==> config.mk <==
export PLATFORM = sky130hd
export DESIGN_NAME = load_store_unit_flat
export DESIGN_NICKNAME = d
export VERILOG_FILES = /design/src/rtl/load_store_unit_pkg.sv /design/src/rtl/load_store_unit_if.sv /design/src/rtl/load_store_unit_lane_steer.sv /design/src/rtl/load_store_unit.sv /design/src/flat_wrapper.sv
export SDC_FILE = /design/constraint.sdc
export NUM_CORES = 1
export LEC_CHECK = 0
export BUFFER_PORTS_ARGS = -buffer_cell sky130_fd_sc_hd__buf_2
export CAP_MARGIN = 20
export CORE_UTILIZATION = 54
export DETAILED_ROUTE_END_ITERATION = 6
export PLACE_DENSITY = 0.85
export SETUP_SLACK_MARGIN = 0.02
export SLEW_MARGIN = 20
export SYNTH_ARGS = -nofsm -noshare
export SYNTH_HDL_FRONTEND = slang
export SYNTH_SLANG_ARGS = --single-unit
==> constraint.sdc <==
create_clock -name clk -period 4.77 [get_ports clk]
set_input_delay 0.954 -clock clk [delete_from_list [all_inputs] [get_ports clk]]
set_output_delay 0.954 -clock clk [all_outputs]
set_load 0.1 [all_outputs]
==> src/rtl/load_store_unit_pkg.sv <==
// ---------------------------------------------------------------------------
// load_store_unit_pkg
// Shared definitions for the load/store unit:
//   - access size encodings (opcode[27:26])
//   - FSM state encoding
//   - load/store opcode constants used by the control decoder
//   - req_has_error(): flags illegal size or misaligned address
// ---------------------------------------------------------------------------
package load_store_unit_pkg;

  localparam logic [1:0] SZ_BYTE = 2'b00;
  localparam logic [1:0] SZ_HALF = 2'b01;
  localparam logic [1:0] SZ_WORD = 2'b11;

  localparam logic [5:0] OP_LB  = 6'h20;
  localparam logic [5:0] OP_LH  = 6'h21;
  localparam logic [5:0] OP_LW  = 6'h23;
  localparam logic [5:0] OP_LBU = 6'h24;
  localparam logic [5:0] OP_LHU = 6'h25;
  localparam logic [5:0] OP_SB  = 6'h28;
  localparam logic [5:0] OP_SH  = 6'h29;
  localparam logic [5:0] OP_SW  = 6'h2b;

  typedef enum logic [1:0] {
    ST_IDLE   = 2'd0,
    ST_ACCESS = 2'd1,
    ST_RESP   = 2'd2
  } lsu_state_e;

  // Size 2'b10 is illegal; halves must sit on even addresses, words on
  // multiples of four.
  function automatic logic req_has_error(input logic [1:0] size,
                                         input logic [1:0] offset);
    logic err;
    case (size)
      SZ_BYTE: err = 1'b0;
      SZ_HALF: err = offset[0];
      SZ_WORD: err = (offset != 2'b00);
      default: err = 1'b1;
    endcase
    return err;
  endfunction

endpackage

==> src/rtl/load_store_unit_if.sv <==
// ---------------------------------------------------------------------------
// load_store_unit_if
// Bundles the datapath request/response signals and the data-memory bus.
//   slave  : seen by the load/store unit (accepts requests, drives memory)
//   master : seen by the environment (datapath + memory model)
// Request : req_valid/req_ready handshake, req_store, req_size, req_extend,
//           req_addr, req_wdata
// Memory  : mem_req, mem_we, mem_be, mem_addr, mem_wdata, mem_ack, mem_rdata
// Response: resp_valid, resp_data, resp_err
// ---------------------------------------------------------------------------
interface load_store_unit_if;

  logic        req_valid;
  logic        req_ready;
  logic        req_store;
  logic [1:0]  req_size;
  logic        req_extend;
  logic [31:0] req_addr;
  logic [31:0] req_wdata;

  logic        mem_req;
  logic        mem_we;
  logic [3:0]  mem_be;
  logic [31:0] mem_addr;
  logic [31:0] mem_wdata;
  logic        mem_ack;
  logic [31:0] mem_rdata;

  logic        resp_valid;
  logic [31:0] resp_data;
  logic        resp_err;

  modport slave (
    input  req_valid, req_store, req_size, req_extend, req_addr, req_wdata,
    output req_ready,
    output mem_req, mem_we, mem_be, mem_addr, mem_wdata,
    input  mem_ack, mem_rdata,
    output resp_valid, resp_data, resp_err
  );

  modport master (
    output req_valid, req_store, req_size, req_extend, req_addr, req_wdata,
    input  req_ready,
    input  mem_req, mem_we, mem_be, mem_addr, mem_wdata,
    output mem_ack, mem_rdata,
    input  resp_valid, resp_data, resp_err
  );

endinterface

==> src/rtl/load_store_unit_lane_steer.sv <==
// ---------------------------------------------------------------------------
// lane_steer
// Purely combinational big-endian byte-lane logic.
// Inputs : size, offset (addr[1:0]), extend, store_data (right-justified),
//          load_word (raw memory word)
// Outputs: be (bit 3 = lowest byte address), store_lanes (replicated store
//          data), load_data (extracted and sign/zero-extended load value)
// ---------------------------------------------------------------------------
module lane_steer
  import load_store_unit_pkg::*;
(
  input  logic [1:0]  size,
  input  logic [1:0]  offset,
  input  logic        extend,
  input  logic [31:0] store_data,
  input  logic [31:0] load_word,
  output logic [3:0]  be,
  output logic [31:0] store_lanes,
  output logic [31:0] load_data
);

  logic [7:0]  load_byte;
  logic [15:0] load_half;

  // Big-endian: offset 0 lives in bits 31:24, offset 3 in bits 7:0.
  always_comb begin
    load_byte = 8'h00;
    case (offset)
      2'd0: load_byte = load_word[31:24];
      2'd1: load_byte = load_word[23:16];
      2'd2: load_byte = load_word[15:8];
      2'd3: load_byte = load_word[7:0];
      default: load_byte = 8'h00;
    endcase
    load_half = offset[1] ? load_word[15:0] : load_word[31:16];
  end

  // Stores replicate the datum across every lane so memory only needs the
  // byte enables to pick the right one.
  always_comb begin
    be          = 4'b0000;
    store_lanes = 32'h0;
    load_data   = 32'h0;
    case (size)
      SZ_BYTE: begin
        be          = 4'b1000 >> offset;
        store_lanes = {4{store_data[7:0]}};
        load_data   = {{24{extend & load_byte[7]}}, load_byte};
      end
      SZ_HALF: begin
        be          = offset[1] ? 4'b0011 : 4'b1100;
        store_lanes = {2{store_data[15:0]}};
        load_data   = {{16{extend & load_half[15]}}, load_half};
      end
      SZ_WORD: begin
        be          = 4'b1111;
        store_lanes = store_data;
        load_data   = load_word;
      end
      default: begin
        be          = 4'b0000;
        store_lanes = 32'h0;
        load_data   = 32'h0;
      end
    endcase
  end

endmodule

==> src/rtl/load_store_unit.sv <==
// ---------------------------------------------------------------------------
// load_store_unit
// Accepts one load/store per transaction, checks alignment, steers byte
// lanes, handshakes with a variable-latency word memory (with watchdog) and
// returns a one-cycle response.
// Parameters: TIMEOUT (1..65535) - cycles to wait for mem_ack before abort
// Ports     : clk, rst_n (async active-low), bus (load_store_unit_if.slave)
// ---------------------------------------------------------------------------
module load_store_unit
  import load_store_unit_pkg::*;
#(
  parameter int unsigned TIMEOUT = 255
) (
  input  logic               clk,
  input  logic               rst_n,
  load_store_unit_if.slave   bus
);

  localparam logic [15:0] TIMEOUT_LAST = 16'(TIMEOUT - 1);

  lsu_state_e  state_q, state_d;
  logic [1:0]  size_q, size_d;
  logic        extend_q, extend_d;
  logic [1:0]  off_q, off_d;
  logic [15:0] count_q, count_d;

  logic        mem_req_q, mem_req_d;
  logic        mem_we_q, mem_we_d;
  logic [3:0]  mem_be_q, mem_be_d;
  logic [31:0] mem_addr_q, mem_addr_d;
  logic [31:0] mem_wdata_q, mem_wdata_d;
  logic        resp_valid_q, resp_valid_d;
  logic [31:0] resp_data_q, resp_data_d;
  logic        resp_err_q, resp_err_d;

  logic [1:0]  steer_size;
  logic [1:0]  steer_off;
  logic        steer_extend;
  logic [3:0]  steer_be;
  logic [31:0] steer_wdata;
  logic [31:0] steer_rdata;

  // One steering instance serves both phases: in IDLE it shapes the
  // incoming request for the memory registers, afterwards it extracts load
  // data using the latched request fields.
  assign steer_size   = (state_q == ST_IDLE) ? bus.req_size       : size_q;
  assign steer_off    = (state_q == ST_IDLE) ? bus.req_addr[1:0]  : off_q;
  assign steer_extend = (state_q == ST_IDLE) ? bus.req_extend     : extend_q;

  lane_steer u_lane_steer (
    .size        (steer_size),
    .offset      (steer_off),
    .extend      (steer_extend),
    .store_data  (bus.req_wdata),
    .load_word   (bus.mem_rdata),
    .be          (steer_be),
    .store_lanes (steer_wdata),
    .load_data   (steer_rdata)
  );

  always_comb begin
    state_d      = state_q;
    size_d       = size_q;
    extend_d     = extend_q;
    off_d        = off_q;
    count_d      = count_q;
    mem_req_d    = mem_req_q;
    mem_we_d     = mem_we_q;
    mem_be_d     = mem_be_q;
    mem_addr_d   = mem_addr_q;
    mem_wdata_d  = mem_wdata_q;
    resp_valid_d = 1'b0;
    resp_data_d  = resp_data_q;
    resp_err_d   = resp_err_q;

    case (state_q)
      ST_IDLE: begin
        if (bus.req_valid) begin
          size_d   = bus.req_size;
          extend_d = bus.req_extend;
          off_d    = bus.req_addr[1:0];
          if (req_has_error(bus.req_size, bus.req_addr[1:0])) begin
            // Faulting requests never touch memory.
            state_d      = ST_RESP;
            resp_valid_d = 1'b1;
            resp_err_d   = 1'b1;
            resp_data_d  = 32'h0;
          end else begin
            state_d     = ST_ACCESS;
            count_d     = 16'h0;
            mem_req_d   = 1'b1;
            mem_we_d    = bus.req_store;
            mem_be_d    = steer_be;
            mem_addr_d  = {bus.req_addr[31:2], 2'b00};
            mem_wdata_d = steer_wdata;
          end
        end
      end

      ST_ACCESS: begin
        // Ack is checked before the watchdog so a last-cycle ack still wins.
        if (bus.mem_ack) begin
          state_d      = ST_RESP;
          mem_req_d    = 1'b0;
          resp_valid_d = 1'b1;
          resp_err_d   = 1'b0;
          resp_data_d  = mem_we_q ? 32'h0 : steer_rdata;
        end else if (count_q == TIMEOUT_LAST) begin
          state_d      = ST_RESP;
          mem_req_d    = 1'b0;
          resp_valid_d = 1'b1;
          resp_err_d   = 1'b1;
          resp_data_d  = 32'h0;
        end else begin
          count_d = count_q + 16'd1;
        end
      end

      ST_RESP: begin
        state_d     = ST_IDLE;
        resp_data_d = 32'h0;
        resp_err_d  = 1'b0;
      end

      default: begin
        state_d = ST_IDLE;
      end
    endcase
  end

  always_ff @(posedge clk or negedge rst_n) begin
    if (!rst_n) begin
      state_q      <= ST_IDLE;
      size_q       <= SZ_BYTE;
      extend_q     <= 1'b0;
      off_q        <= 2'b00;
      count_q      <= 16'h0;
      mem_req_q    <= 1'b0;
      mem_we_q     <= 1'b0;
      mem_be_q     <= 4'b0000;
      mem_addr_q   <= 32'h0;
      mem_wdata_q  <= 32'h0;
      resp_valid_q <= 1'b0;
      resp_data_q  <= 32'h0;
      resp_err_q   <= 1'b0;
    end else begin
      state_q      <= state_d;
      size_q       <= size_d;
      extend_q     <= extend_d;
      off_q        <= off_d;
      count_q      <= count_d;
      mem_req_q    <= mem_req_d;
      mem_we_q     <= mem_we_d;
      mem_be_q     <= mem_be_d;
      mem_addr_q   <= mem_addr_d;
      mem_wdata_q  <= mem_wdata_d;
      resp_valid_q <= resp_valid_d;
      resp_data_q  <= resp_data_d;
      resp_err_q   <= resp_err_d;
    end
  end

  assign bus.req_ready  = (state_q == ST_IDLE);
  assign bus.mem_req    = mem_req_q;
  assign bus.mem_we     = mem_we_q;
  assign bus.mem_be     = mem_be_q;
  assign bus.mem_addr   = mem_addr_q;
  assign bus.mem_wdata  = mem_wdata_q;
  assign bus.resp_valid = resp_valid_q;
  assign bus.resp_data  = resp_data_q;
  assign bus.resp_err   = resp_err_q;

endmodule

==> src/flat_wrapper.sv <==
// flat-port wrapper written by rule: the top's interface ports become plain ports
module load_store_unit_flat import load_store_unit_pkg::*;
#(
  parameter int unsigned TIMEOUT = 255
)
  (clk, rst_n, bus_req_valid, bus_req_store, bus_req_size, bus_req_extend, bus_req_addr, bus_req_wdata, bus_req_ready, bus_mem_req, bus_mem_we, bus_mem_be, bus_mem_addr, bus_mem_wdata, bus_mem_ack, bus_mem_rdata, bus_resp_valid, bus_resp_data, bus_resp_err);
  load_store_unit_if bus_i ();
  input  logic clk;
  input  logic rst_n;
  input wire logic [$bits(bus_i.req_valid)-1:0] bus_req_valid;
  input wire logic [$bits(bus_i.req_store)-1:0] bus_req_store;
  input wire logic [$bits(bus_i.req_size)-1:0] bus_req_size;
  input wire logic [$bits(bus_i.req_extend)-1:0] bus_req_extend;
  input wire logic [$bits(bus_i.req_addr)-1:0] bus_req_addr;
  input wire logic [$bits(bus_i.req_wdata)-1:0] bus_req_wdata;
  output wire logic [$bits(bus_i.req_ready)-1:0] bus_req_ready;
  output wire logic [$bits(bus_i.mem_req)-1:0] bus_mem_req;
  output wire logic [$bits(bus_i.mem_we)-1:0] bus_mem_we;
  output wire logic [$bits(bus_i.mem_be)-1:0] bus_mem_be;
  output wire logic [$bits(bus_i.mem_addr)-1:0] bus_mem_addr;
  output wire logic [$bits(bus_i.mem_wdata)-1:0] bus_mem_wdata;
  input wire logic [$bits(bus_i.mem_ack)-1:0] bus_mem_ack;
  input wire logic [$bits(bus_i.mem_rdata)-1:0] bus_mem_rdata;
  output wire logic [$bits(bus_i.resp_valid)-1:0] bus_resp_valid;
  output wire logic [$bits(bus_i.resp_data)-1:0] bus_resp_data;
  output wire logic [$bits(bus_i.resp_err)-1:0] bus_resp_err;
  assign bus_i.req_valid = bus_req_valid;
  assign bus_i.req_store = bus_req_store;
  assign bus_i.req_size = bus_req_size;
  assign bus_i.req_extend = bus_req_extend;
  assign bus_i.req_addr = bus_req_addr;
  assign bus_i.req_wdata = bus_req_wdata;
  assign bus_req_ready = bus_i.req_ready;
  assign bus_mem_req = bus_i.mem_req;
  assign bus_mem_we = bus_i.mem_we;
  assign bus_mem_be = bus_i.mem_be;
  assign bus_mem_addr = bus_i.mem_addr;
  assign bus_mem_wdata = bus_i.mem_wdata;
  assign bus_i.mem_ack = bus_mem_ack;
  assign bus_i.mem_rdata = bus_mem_rdata;
  assign bus_resp_valid = bus_i.resp_valid;
  assign bus_resp_data = bus_i.resp_data;
  assign bus_resp_err = bus_i.resp_err;
  load_store_unit #(.TIMEOUT(TIMEOUT)) u_core (.clk(clk), .rst_n(rst_n), .bus(bus_i));
endmodule
# Word-level counts from Yosys, hierarchy flattened
# Index checks and enable logic that the tools add are counted.
[totals]
reg_bits = 125
in_bits = 104
output_inout_bits = 105
elab_cells = 90
[op_classes]
n_addsub = 1
n_eq_ne = 16
shift = 1
muxes = 43
bitwise = 3
n_reduce_logical = 13
[ops]
columns = ["operator", "count"]
rows = [
  ["$pmux 32 s3", 3],
  ["$mux 32", 5],
  ["$mux 16", 5],
  ["$pmux 16 s2", 1],
  ["$pmux 8 s4", 1],
  ["$add 16x1->16 const B", 1],
  ["$eq 16x8->1 const B", 1],
  ["$mux 1", 15],
  ["$mux 2", 6],
  ["$pmux 4 s3", 1],
  ["$eq 2x2->1 const B", 5],
  ["$eq 2x1->1 const B", 4],
  ["$logic_not 2->1", 4],
  ["$ne 2x2->1 const B", 4],
  ["$reduce_and 4->1", 2],
  ["$pmux 1 s3", 2],
  ["$reduce_and 5->1", 1],
  ["$mux 4", 1],
  ["$pmux 1 s2", 2],
  ["$pmux 2 s2", 1],
  ["$reduce_and 2->1", 2],
  ["$reduce_bool 2->1", 2],
  ["$shr 4x2->4 const A", 1],
  ["$ne 3x2->1 const B", 1],
  ["other kinds (5)", 6],
]

# Logic depth before layout (Yosys ltp)
# Gate-level depths: netlist of the first run.
[depth]
depth_word = 9
mapped_depth = 9
ltp_nobuf = 7

# Modules after synthesis
# From an unflattened synthesis of the first run, not the netlist that was laid out.
[hier_totals]
cells_unflattened = 699
hier_area_um2 = 6389.9
[modules_own_cells]
columns = ["module", "n_inst", "cells_per_inst", "area_per_inst_um2", "seq_area_each_um2"]
rows = [
  ["load_store_unit", 1, 508, 5106.1, 3128.0],
  ["lane_steer", 1, 191, 1283.7, 0.0],
]

# Worst setup path after synthesis of the first run
# OpenSTA, ideal clock, no wires.
[synth_timing]
path_type = "in2reg"
startpoint = "input port bus_req_size[1]"
endpoint = "register u_core.resp_data_q[21] (netlist: u_core.bus.resp_data[21])"
setup_ns = 0.069
arrival_ns = 2.484
required_ns = 4.701
path_slack_ns = 2.217
cell_stages = 6
n_path_buf = 1
cell_sequence = "or4_1 o31ai_4 o221ai_2 o31ai_4 buf_6 a221o_1"
[synth_between]
elab_chain_len = 6
word_cells_on_any_way = 16
cone_classes = "eq/ne (5); mux (8); reduce/logical (3)"
[synth_lines]
columns = ["element", "line", "source"]
rows = [
  ["start: declaration", "flat_wrapper.sv:12", "input wire logic [$bits(bus_i.req_size)-1:0] bus_req_size;"],
  ["$mux 2 (tied with other cells)", "load_store_unit.sv:46", "assign steer_size = (state_q == ST_IDLE) ? bus.req_size : size_q;"],
  ["$eq 2x2->1 (tied with other cells)", "load_store_unit_lane_steer.sv:44", "case (size)"],
  ["$pmux 32 s3 or $mux 1 (tied branches)", "load_store_unit_lane_steer.sv:44, load_store_unit.sv:78", ""],
  ["$mux 32 or $mux 1 (tied branches)", "load_store_unit.sv:107, load_store_unit.sv:76", ""],
  ["$mux 32 or $ne 2x1->1 (tied branches)", "-", ""],
  ["$pmux 32 s3 or $reduce_and 4->1 (tied branches)", "-", ""],
  ["end signal: assignment", "load_store_unit.sv:158", "resp_data_q <= resp_data_d;"],
  ["end: declaration", "load_store_unit.sv:33", "logic [31:0] resp_data_q, resp_data_d;"],
]
# Parallel ways exist; a longest one is shown, timed or not. The select of a mux whose other input is x is not followed.
# A chain may end at the register's enable or synchronous reset.

# Worst setup path after layout of the first run
[layout_timing]
startpoint = "register u_core.state_q[0]"
endpoint = "register u_core.resp_data_q[22] (netlist: u_core.bus.resp_data[22])"
[layout_between]
elab_chain_len = 9
word_cells_on_any_way = 26
cone_classes = "eq/ne (10); mux (9); bitwise (2); reduce/logical (5)"
[layout_lines]
columns = ["element", "line", "source"]
rows = [
  ["start: declaration", "load_store_unit.sv:21", "lsu_state_e state_q, state_d;"],
  ["start signal: assignment", "load_store_unit.sv:147", "state_q <= state_d;"],
  ["$logic_not 2->1", "-", ""],
  ["$mux 2", "load_store_unit.sv:47", "assign steer_off = (state_q == ST_IDLE) ? bus.req_addr[1:0] : off_q;"],
  ["$eq 2x2->1 (tied with other cells)", "load_store_unit_lane_steer.sv:28", "case (offset)"],
  ["$pmux 8 s4", "load_store_unit_lane_steer.sv:28", ""],
  ["$and 1x1->1", "load_store_unit_lane_steer.sv:48", "load_data = {{24{extend & load_byte[7]}}, load_byte};"],
  ["$pmux 32 s3", "load_store_unit_lane_steer.sv:44", ""],
  ["$mux 32", "load_store_unit.sv:107", "resp_data_d = mem_we_q ? 32'h0 : steer_rdata;"],
  ["$mux 32", "load_store_unit.sv:102", "if (bus.mem_ack) begin"],
  ["$pmux 32 s3", "load_store_unit.sv:76", "case (state_q)"],
]
# Parallel ways exist; a longest one is shown, timed or not.

==> results of run 1 <==
[critical path: cells and delay by family (launching register included)]
| kind | cells | cell delay (ps) |
|---|---|---|
| AOI/OAI and AO/OA | 1 | 290 |
| and+or+nand+nor | 3 | 1910 |
| muxes | 1 | 540 |
| DFF | 1 | 650 |
[layer usage]
metal / track usage [%] / routed length (µm)
met5: 0 / 0
met3: 9.62 / 1690
met1: 41.5 / 7110
met4: 13.9 / 425
met2: 47.7 / 8140
[stage by stage]
step | utilization, % | total power [µW] | instance area, µm²
2_1_floorplan | - | 4140 | 6050
3_3_place_gp | 65.4 | 4670 | 7120
3_5_place_dp | 65.8 | 4730 | 7160
4_1_cts | 71.1 | 6000 | 7740
5_1_grt | 71.1 | 6210 | 7740
6_report | 71.1 | 5990 | 7740
[how the worst max path moves through the flow]
stage	startpoint	endpoint	cells after the start
after detailed placement	u_core.state_q[0]	u_core.bus.resp_data[22]	5
after global placement	bus_req_size[0]	u_core.bus.resp_data[31]	5
after floorplan	bus_req_size[1]	u_core.bus.resp_data[21]	6
after global routing	u_core.state_q[0]	u_core.bus.resp_data[22]	5
after CTS	u_core.state_q[0]	u_core.bus.resp_data[22]	5
final	u_core.state_q[0]	u_core.bus.resp_data[22]	5
[cells by family (layout without fill, tap and decap cells)]
kind of cell	count (synthesis)	count (layout)	share of synthesized area [%]
flops	125	125	51.7
compound gates	129	129	17.1
other cells	1	2	0.0620
xor+xnor	4	4	0.579
buf+inv	51	255	3.93
fa+ha+maj	2	2	0.414
mux	41	41	7.11
simple gates	263	263	19.1
[final cells by class]
type | count | area, µm² | area share (%)
clock inverter | 11 | 144 | 1.86
clock buffer | 20 | 435 | 5.62
tap | 140 | 175 | 2.26
inverter | 9 | 33.8 | 0.436
timing repair buffer | 215 | 1110 | 14.4
multi-input combinational | 441 | 2720 | 35.1
sequential | 125 | 3130 | 40.4
[registers in the layout (all words and copies together) (netlist names)]
name	cells
u_core.bus.mem_we	1
u_core.bus.mem_req	1
u_core.bus.resp_err	1
u_core.bus.mem_addr	30
u_core.bus.mem_be	4
u_core.bus.resp_data	32
u_core.bus.resp_valid	1
u_core.bus.mem_wdata	32
u_core.count_q	16
u_core.size_q	2
u_core.state_q	2
u_core.extend_q	1
u_core.off_q	2
[layout by cell type, fill, tap and decap left out, types with 4 or more instances in the layout]
cell	n
buf_2	205
nand2_1	132
dfrtp_1	125
nor2_1	77
mux2i_1	24
a21oi_1	22
a221oi_1	18
a221o_1	17
clkbuf_16	16
a211o_1	15
mux2_2	10
a22oi_1	9
o21ai_0	8
inv_1	7
nand4_1	7
buf_4	7
nor4_1	6
or3_1	6
o22ai_1	6
a211oi_1	6
mux2_1	6
o21ai_1	5
xnor2_1	4
or4_1	4
nand3_1	4
clkinvlp_4	4
[power groups by stage]
stage | Combinational, µW | Clock (µW) | Sequential [µW]
floorplan | 622 | 0 | 3510
global placement | 3100 | 0 | 1570
detailed placement | 3150 | 0 | 1570
CTS | 3160 | 1270 | 1570
global route | 3280 | 1330 | 1600
finish | 3150 | 1260 | 1570
==> impl_metrics.toml, run 1 <==
[run_status]
outcome = "finished, final reports clean"

[power]
power.switching_uw = 3320
leakagePower_uw = 0.00407
p_sw_share_pct = 55.4
clockPowerShare_pct = 21.1
irDropWorstVdd_mv = 0.651
pwr-share-seq_pct = 26.2
pwr-share-comb_pct = 52.7
p_int_uw = 2670
p_per_area_nw_per_um2 = 773

[clock_network]
cts_tree = "done"
clk_pin_slew_ps = 60
clk_latency_ps = 520
cts_buffers = 17
htree_num_levels = 4
cts_root_buffer = "clkbuf_8"
clkSinkCount = 125
postCtsSetupRepairBufs = 0
ctsResizeCount = 0
cts_hold_buf = 0
clockBufferDepth = 2

[floorplan]
dieArea_um2 = 11600
io_pins = 209
die_w_um = 108
die_y_um = 108
placementRows = 38
coreArea_um2 = 10900
initial_core_util_pct = 55.6

[sta]
setup_tns_ps = 0
max_freq_mhz = 287
worst_slack_ps = 1280
finClkSkew_ps = 7.05
finalHoldViolations = 0
slew_violations = 0
rsz0062_at_grt = "no"
relSlewSlack_pct = 29.3
fin_crit_sh_pct = 73.1
min_period_ps = 3490
tightest_slew_ps = 1060
setup_viol = 0
hold_ws_ps = 466

[yosys]
synth_top_area_share_pct = 51.7
ys_seq_area_share_pct = 51.7
ys_types = 61
synth_area_um2 = 6050
netlist_instances = 616
async_flop_share_pct = 100
synthTopCellsByCount = "nand2_1 (132), dfrtp_1 (125), nor2_1 (77), mux2i_1 (25), a21oi_1 (23)"
ys_warn_count = 0
synth_most_common_cell = "nand2_1"
syn_avg_cell_area_um2 = 9.82
ys_seq_elements = 125
ys.flop_type = "dfrtp_1"
yosys.area.top_type = "dfrtp_1"
synth-edff-count = 0
ys_top_cells_by_area = "dfrtp_1 (52%), nand2_1 (8.2%), nor2_1 (4.8%)"

[placed_design]
dpl_worst_slack_ps = 1320
portBuffers = 206
gp_congestion = 0.915
place_inst = 930
hpwl_um = 12200

[critical_path]
cp_slowest_cell = "nor2_1"
worstSetupEndpointType = "flip-flop"
path_max_fanout = 22
path_class = "flip-flop to flip-flop"
critical_path_required_ps = 5220
critPathArrivalTime_ps = 3930
r2r_setup_slack_ps = 1280
cp-start-kind = "flip-flop"
cp_cell_sequence = "or2_1 -> mux2_2 -> nand2b_1 -> nor2_1 -> a221o_1"
cp_slowest_stage_delay_ps = 940
reg2reg_from = "u_core.state_q[0]"
timing.rr.end = "u_core.bus.resp_data[22]"
ff2ff_path_depth = 5

[route]
drtAntennaViolNets = 0
via_per_inst = 5.89
post_drt_wl_per_cell_um = 18.1
drt_first_iter_violations = 397
dr.pass1.iters = 7
vias = 5660
wirelength_um = 17400
drc = 0

[hold_path]
min_path_cells = 2
hp-class = "flip-flop to flip-flop"
min_from = "u_core.bus.mem_addr[15]"
hold_path_end = "u_core.bus.mem_addr[15]"

[grt]
grt_overflow = 0
grt.total_usage_pct = 31.4
grt_pass1_wl_um = 28000
grt_max_degree = 70
antenna_found_initial = 0
grt_pass1_vias = 5611

[finish]
layout-drive-gt1-share_pct = 32.6
diodes = 0
fillers = 824
area_delta_synth_final_pct = 28.0
fin_cells = 961
layout.nets = 915

[job]
cap_violations = 0
Power figures use the tool's default switching activity.
==> run 2, diff against run 1 <==
- CORE_UTILIZATION: 54 -> 50
- PLACE_DENSITY: 0.85 -> 0.8
- clock period: 4.77 -> 3.3 ns (I/O delays scaled with it)
==> impl_metrics.toml, run 2 (synthesis results as in run 1) <==
[power]
p_per_area_nw_per_um2 = 1110
irDropWorstVdd_mv = 0.962
leakagePower_uw = 0.00411

[critical_path]
critPathTopFamily = "simple AND/OR/NAND/NOR gates"
critical_path_required_ps = 3650
path_class = "flip-flop to flip-flop"
cp_slowest_stage_delay_ps = 870
critPathArrivalTime_ps = 3290
cp-start-kind = "flip-flop"
path_max_fanout = 22
worstSetupEndpointType = "flip-flop"
cp_cell_sequence = "or2_1 -> buf_4 -> mux2_2 -> nand2b_1 -> nor2_1 -> a221o_1"
cp_slowest_cell = "nor2_1"
crit_buf_inv = 1

[floorplan]
die_w_um = 112
dieArea_um2 = 12500
placementRows = 39
initial_core_util_pct = 52.1
coreArea_um2 = 11600
die_y_um = 112
io_pins = 209

[clock_network]
cts_root_buffer = "clkbuf_16"
htree_num_levels = 4
clockBufferDepth = 2
clk_pin_slew_ps = 50
ctsResizeCount = 0
clk_latency_ps = 420
clkSinkCount = 125
cts_hold_buf = 0
cts_buffers = 17
postCtsSetupRepairBufs = 0
cts_tree = "done"

[finish]
diodes = 0
utilization_pct = 67.3
layout-drive-gt1-share_pct = 33.3
mostFrequentLayoutCell = "buf_2"
area_delta_synth_final_pct = 29.2
layout_common_cells = "buf_2 (205), nand2_1 (132), dfrtp_1 (125)"
layout.nets = 921
fin_cells = 971

[sta]
setup_viol = 0
setup_tns_ps = 0
max_freq_mhz = 340
min_period_ps = 2940
finalHoldViolations = 0
tightest_slew_ps = 1120
relSlewSlack_pct = 25.1
fin_crit_sh_pct = 89.0
slew_violations = 0
finClkSkew_ps = 8.47
worst_slack_ps = 361
rsz0062_at_grt = "no"

[grt]
grt_max_degree = 88
grt_pass1_vias = 5626
grt.total_usage_pct = 29.3
grt_overflow = 0
antenna_found_initial = 0
grt_pass1_wl_um = 28500

[run_status]
outcome = "finished with violations"
violations = "DRC"

[placed_design]
place_inst = 939
dpl_worst_slack_ps = 411
gp_congestion = 0.936
portBuffers = 206
hpwl_um = 11900

[route]
vias = 5681
drc = 13
via_per_inst = 5.85
post_drt_wl_per_cell_um = 18.0
drtAntennaViolNets = 0
wirelength_um = 17400
dr.pass1.iters = 7
drt_first_iter_violations = 512

[job]
cap_violations = 0

[hold_path]
hp-class = "primary input to asynchronous set/reset pin"
==> run 2: changes by cell type in the layout (fill, tap and decap cells not counted), sizes merged <==
cell and delta:
buf +6, clkbuf +2, clkinv +2, clkinvlp -2, bufinv -1
==> run 2: worst paths after layout <==
path	start	to	slack, ps	depth (start not counted)
hold / removal	rst_n	u_core.size_q[1]	170	1
hold reg to reg	u_core.bus.mem_addr[15]	u_core.bus.mem_addr[15]	470	2
setup reg to reg	u_core.state_q[1]	u_core.bus.resp_data[17]	360	6
setup / recovery	u_core.state_q[1]	u_core.bus.resp_data[17]	360	6
min in group clk	bus_req_addr[3]	u_core.bus.mem_addr[3]	430	3
max in group asynchronous	rst_n	u_core.bus.mem_addr[28]	2300	2
==> run 2: power by group <==
| group | switching (µW) | internal [µW] | total (µW) |
|---|---|---|---|
| Sequential | 298 | 1960 | 2260 |
| Clock | 666 | 1190 | 1850 |
| Combinational | 3840 | 746 | 4590 |
==> run 2: final cells by class <==
class                           instances  area [µm²]
Clock buffer                           22         484
Clock inverter                         10         113
Fill cell                             910        3800
Inverter                                9        33.8
Multi-Input combinational cell        441        2710
Sequential cell                       125        3130
Tap cell                              143         179
Timing Repair Buffer                  221        1170
==> run 2: metal layers <==
metal | vias to the layer above | wire length (µm) | global-route usage, % | share of wire [%]
li1 | 2600 | - | - | -
met1 | 2725 | 7480 | 38.5 | 43
met2 | 300 | 7940 | 44.7 | 46
met3 | 56 | 1500 | 8.38 | 8.6
met4 | 0 | 529 | 14.2 | 3.0
met5 | - | 0 | 0 | 0
==> run 2: worst register-to-register path, delay by kind of cell, from the launching register on <==
| family | cells | cell delay (ps) |
|---|---|---|
| buffers and inverters | 1 | 190 |
| DFF | 1 | 520 |
| AOI/OAI and AO/OA | 1 | 300 |
| and+or+nand+nor | 3 | 1320 |
| muxes | 1 | 530 |
==> run 2: stage by stage <==
step | power (µW) | hold slack [ps] | instance area (µm²)
finish | 8700 | 172 | 7820
global route | 9010 | 198 | 7820
detailed placement | 6840 | 456 | 7220
CTS | 8720 | 176 | 7820
floorplan | 5980 | 364 | 6050
global placement | 6780 | 452 | 7220
==> run 3, diff against run 2 <==
- ABC_AREA: unset -> 1
- CORE_UTILIZATION: 50 -> 52
- PLACE_DENSITY: 0.8 -> 0.81
==> impl_metrics.toml, run 3 <==
[finish]
layout-drive-gt1-share_pct = 24.6
mostFrequentLayoutCell = "nand2_1"
area_delta_synth_final_pct = 25.1
layout.nets = 1233
multi_input_area_um2 = 2990
register_area_um2 = 3130
postLayoutCellArea_um2 = 8340
fin_cells = 1308
layout_common_cells = "nand2_1 (431), buf_2 (205), dfrtp_1 (125)"
fillers = 1046

[floorplan]
dieArea_um2 = 13300
initial_core_util_pct = 54.4
io_pins = 209
die_w_um = 115
coreArea_um2 = 12300
placementRows = 40
die_y_um = 115

[yosys]
ys_seq_elements = 125
synth_top_area_share_pct = 46.9
async_flop_share_pct = 100
ys_top_cells_by_area = "dfrtp_1 (47%), nand2_1 (24%), o21ai_0 (4.5%)"
ys_types = 36
synthTopCellsByCount = "nand2_1 (431), dfrtp_1 (125), nor2_1 (73), inv_1 (62), o21ai_0 (60)"
ys.flop_type = "dfrtp_1"
synth-edff-count = 0
syn_avg_cell_area_um2 = 7.15
netlist_instances = 932
ys_seq_area_share_pct = 46.9
synth_area_um2 = 6670
ys_warn_count = 0
synth_most_common_cell = "nand2_1"
yosys.area.top_type = "dfrtp_1"

[clock_network]
htree_num_levels = 4
cts_root_buffer = "clkbuf_16"
clk_latency_ps = 420
cts_buffers = 17
cts_tree = "done"
clockBufferDepth = 2
clkSinkCount = 125
postCtsSetupRepairBufs = 0
ctsResizeCount = 0
cts_hold_buf = 0
clk_pin_slew_ps = 60

[sta]
fin_crit_sh_pct = 75.2
finalHoldViolations = 0
finClkSkew_ps = 8.97
rsz0062_at_grt = "no"
setup_viol = 0
relSlewSlack_pct = 55.6
min_period_ps = 2480
max_freq_mhz = 403
setup_tns_ps = 0
slew_violations = 0
tightest_slew_ps = 663

[critical_path]
cp_slowest_stage_delay_ps = 550
critPathArrivalTime_ps = 1820
path_max_fanout = 12
crit_buf_inv = 1
ff2ff_path_depth = 10
startpoint = "u_core.state_q[0]"
cp-endpoint = "bus_req_ready"
cp_slowest_cell = "buf_2"
worstSetupEndpointType = "primary output"
r2r_setup_slack_ps = 890
reg2reg_from = "u_core.state_q[0]"
cp_cell_sequence = "nor2_2 -> buf_2"
path_class = "flip-flop to primary output"
cp.depth = 2
critPathTopFamily = "buffers and inverters"
cp-start-kind = "flip-flop"
critical_path_required_ps = 2640
timing.rr.end = "u_core.bus.resp_data[11]"

[route]
drtAntennaViolNets = 0
drt_first_iter_violations = 555
dr.pass1.iters = 6
vias = 6705
drc = 0
via_per_inst = 5.13
post_drt_wl_per_cell_um = 14.3
wirelength_um = 18700

[job]
cap_violations = 0

[placed_design]
portBuffers = 206
gp_congestion = 0.937
postPlaceCellArea_um2 = 7730
hpwl_um = 13300
place_inst = 1275

[grt]
grt_overflow = 0
antenna_found_initial = 1
grt_pass1_vias = 6379
grt_max_degree = 66
grt.total_usage_pct = 29.8
grt_pass1_wl_um = 30500

[hold_path]
hp-class = "primary input to asynchronous set/reset pin"

[run_status]
outcome = "finished, final reports clean"
-- run 3: how the worst min path moves through the flow --
| stage | from | to | slack (ps) | cells past startpoint |
|---|---|---|---|---|
| after CTS | rst_n | u_core.count_q[2] | 250 | 1 |
| final | rst_n | u_core.count_q[2] | 230 | 1 |
| after floorplan | rst_n | u_core.bus.mem_addr[10] | 360 | 0 |
| after detailed placement | u_core.bus.mem_addr[6] | u_core.bus.mem_addr[6] | 450 | 2 |
| after global routing | rst_n | u_core.count_q[2] | 270 | 1 |
| after global placement | u_core.bus.mem_addr[6] | u_core.bus.mem_addr[6] | 450 | 2 |
-- run 3: cell type report --
class | instances | area share [%]
sequential | 125 | 37.5
multi-input combinational | 689 | 35.9
timing repair buffer | 217 | 13.5
clock buffer | 18 | 5.27
inverter | 77 | 3.51
tap | 168 | 2.52
clock inverter | 12 | 1.77
antenna | 2 | 0.0600
-- run 3: logic make-up (layout without fill, tap and decap cells) --
group / Yosys count / after routing / share of synthesized area [%]
buf+inv: 119 / 324 / 8.48
xor+xnor: 9 / 9 / 1.18
fa+ha+maj: 2 / 2 / 0.375
other cells: 1 / 4 / 0.0562
compound gates: 111 / 111 / 8.80
simple gates: 565 / 565 / 34.2
flops: 125 / 125 / 46.9
-- run 3: metrics by stage --
step | utilization (%) | hold slack (ps) | setup slack (ps)
floorplan | - | 364 | 1520
global placement | 63.1 | 451 | 787
detailed placement | 63.1 | 453 | 718
CTS | 67.8 | 247 | 731
global route | 68.0 | 271 | 632
finish | 68.0 | 233 | 818
-- run 3: per-layer routing --
metal  vias to the layer above  part of all wire, %  track usage (%)
li1                       3276                    -                -
met1                      3097                   43             37.7
met2                       298                   47             48.7
met3                        34                  8.3             8.07
met4                         0                  2.2             11.7
met5                         -                    0                0
Power of run 3 is not shown: default switching activity piles up to over one toggle a cycle in this logic, so the estimate is an artifact.
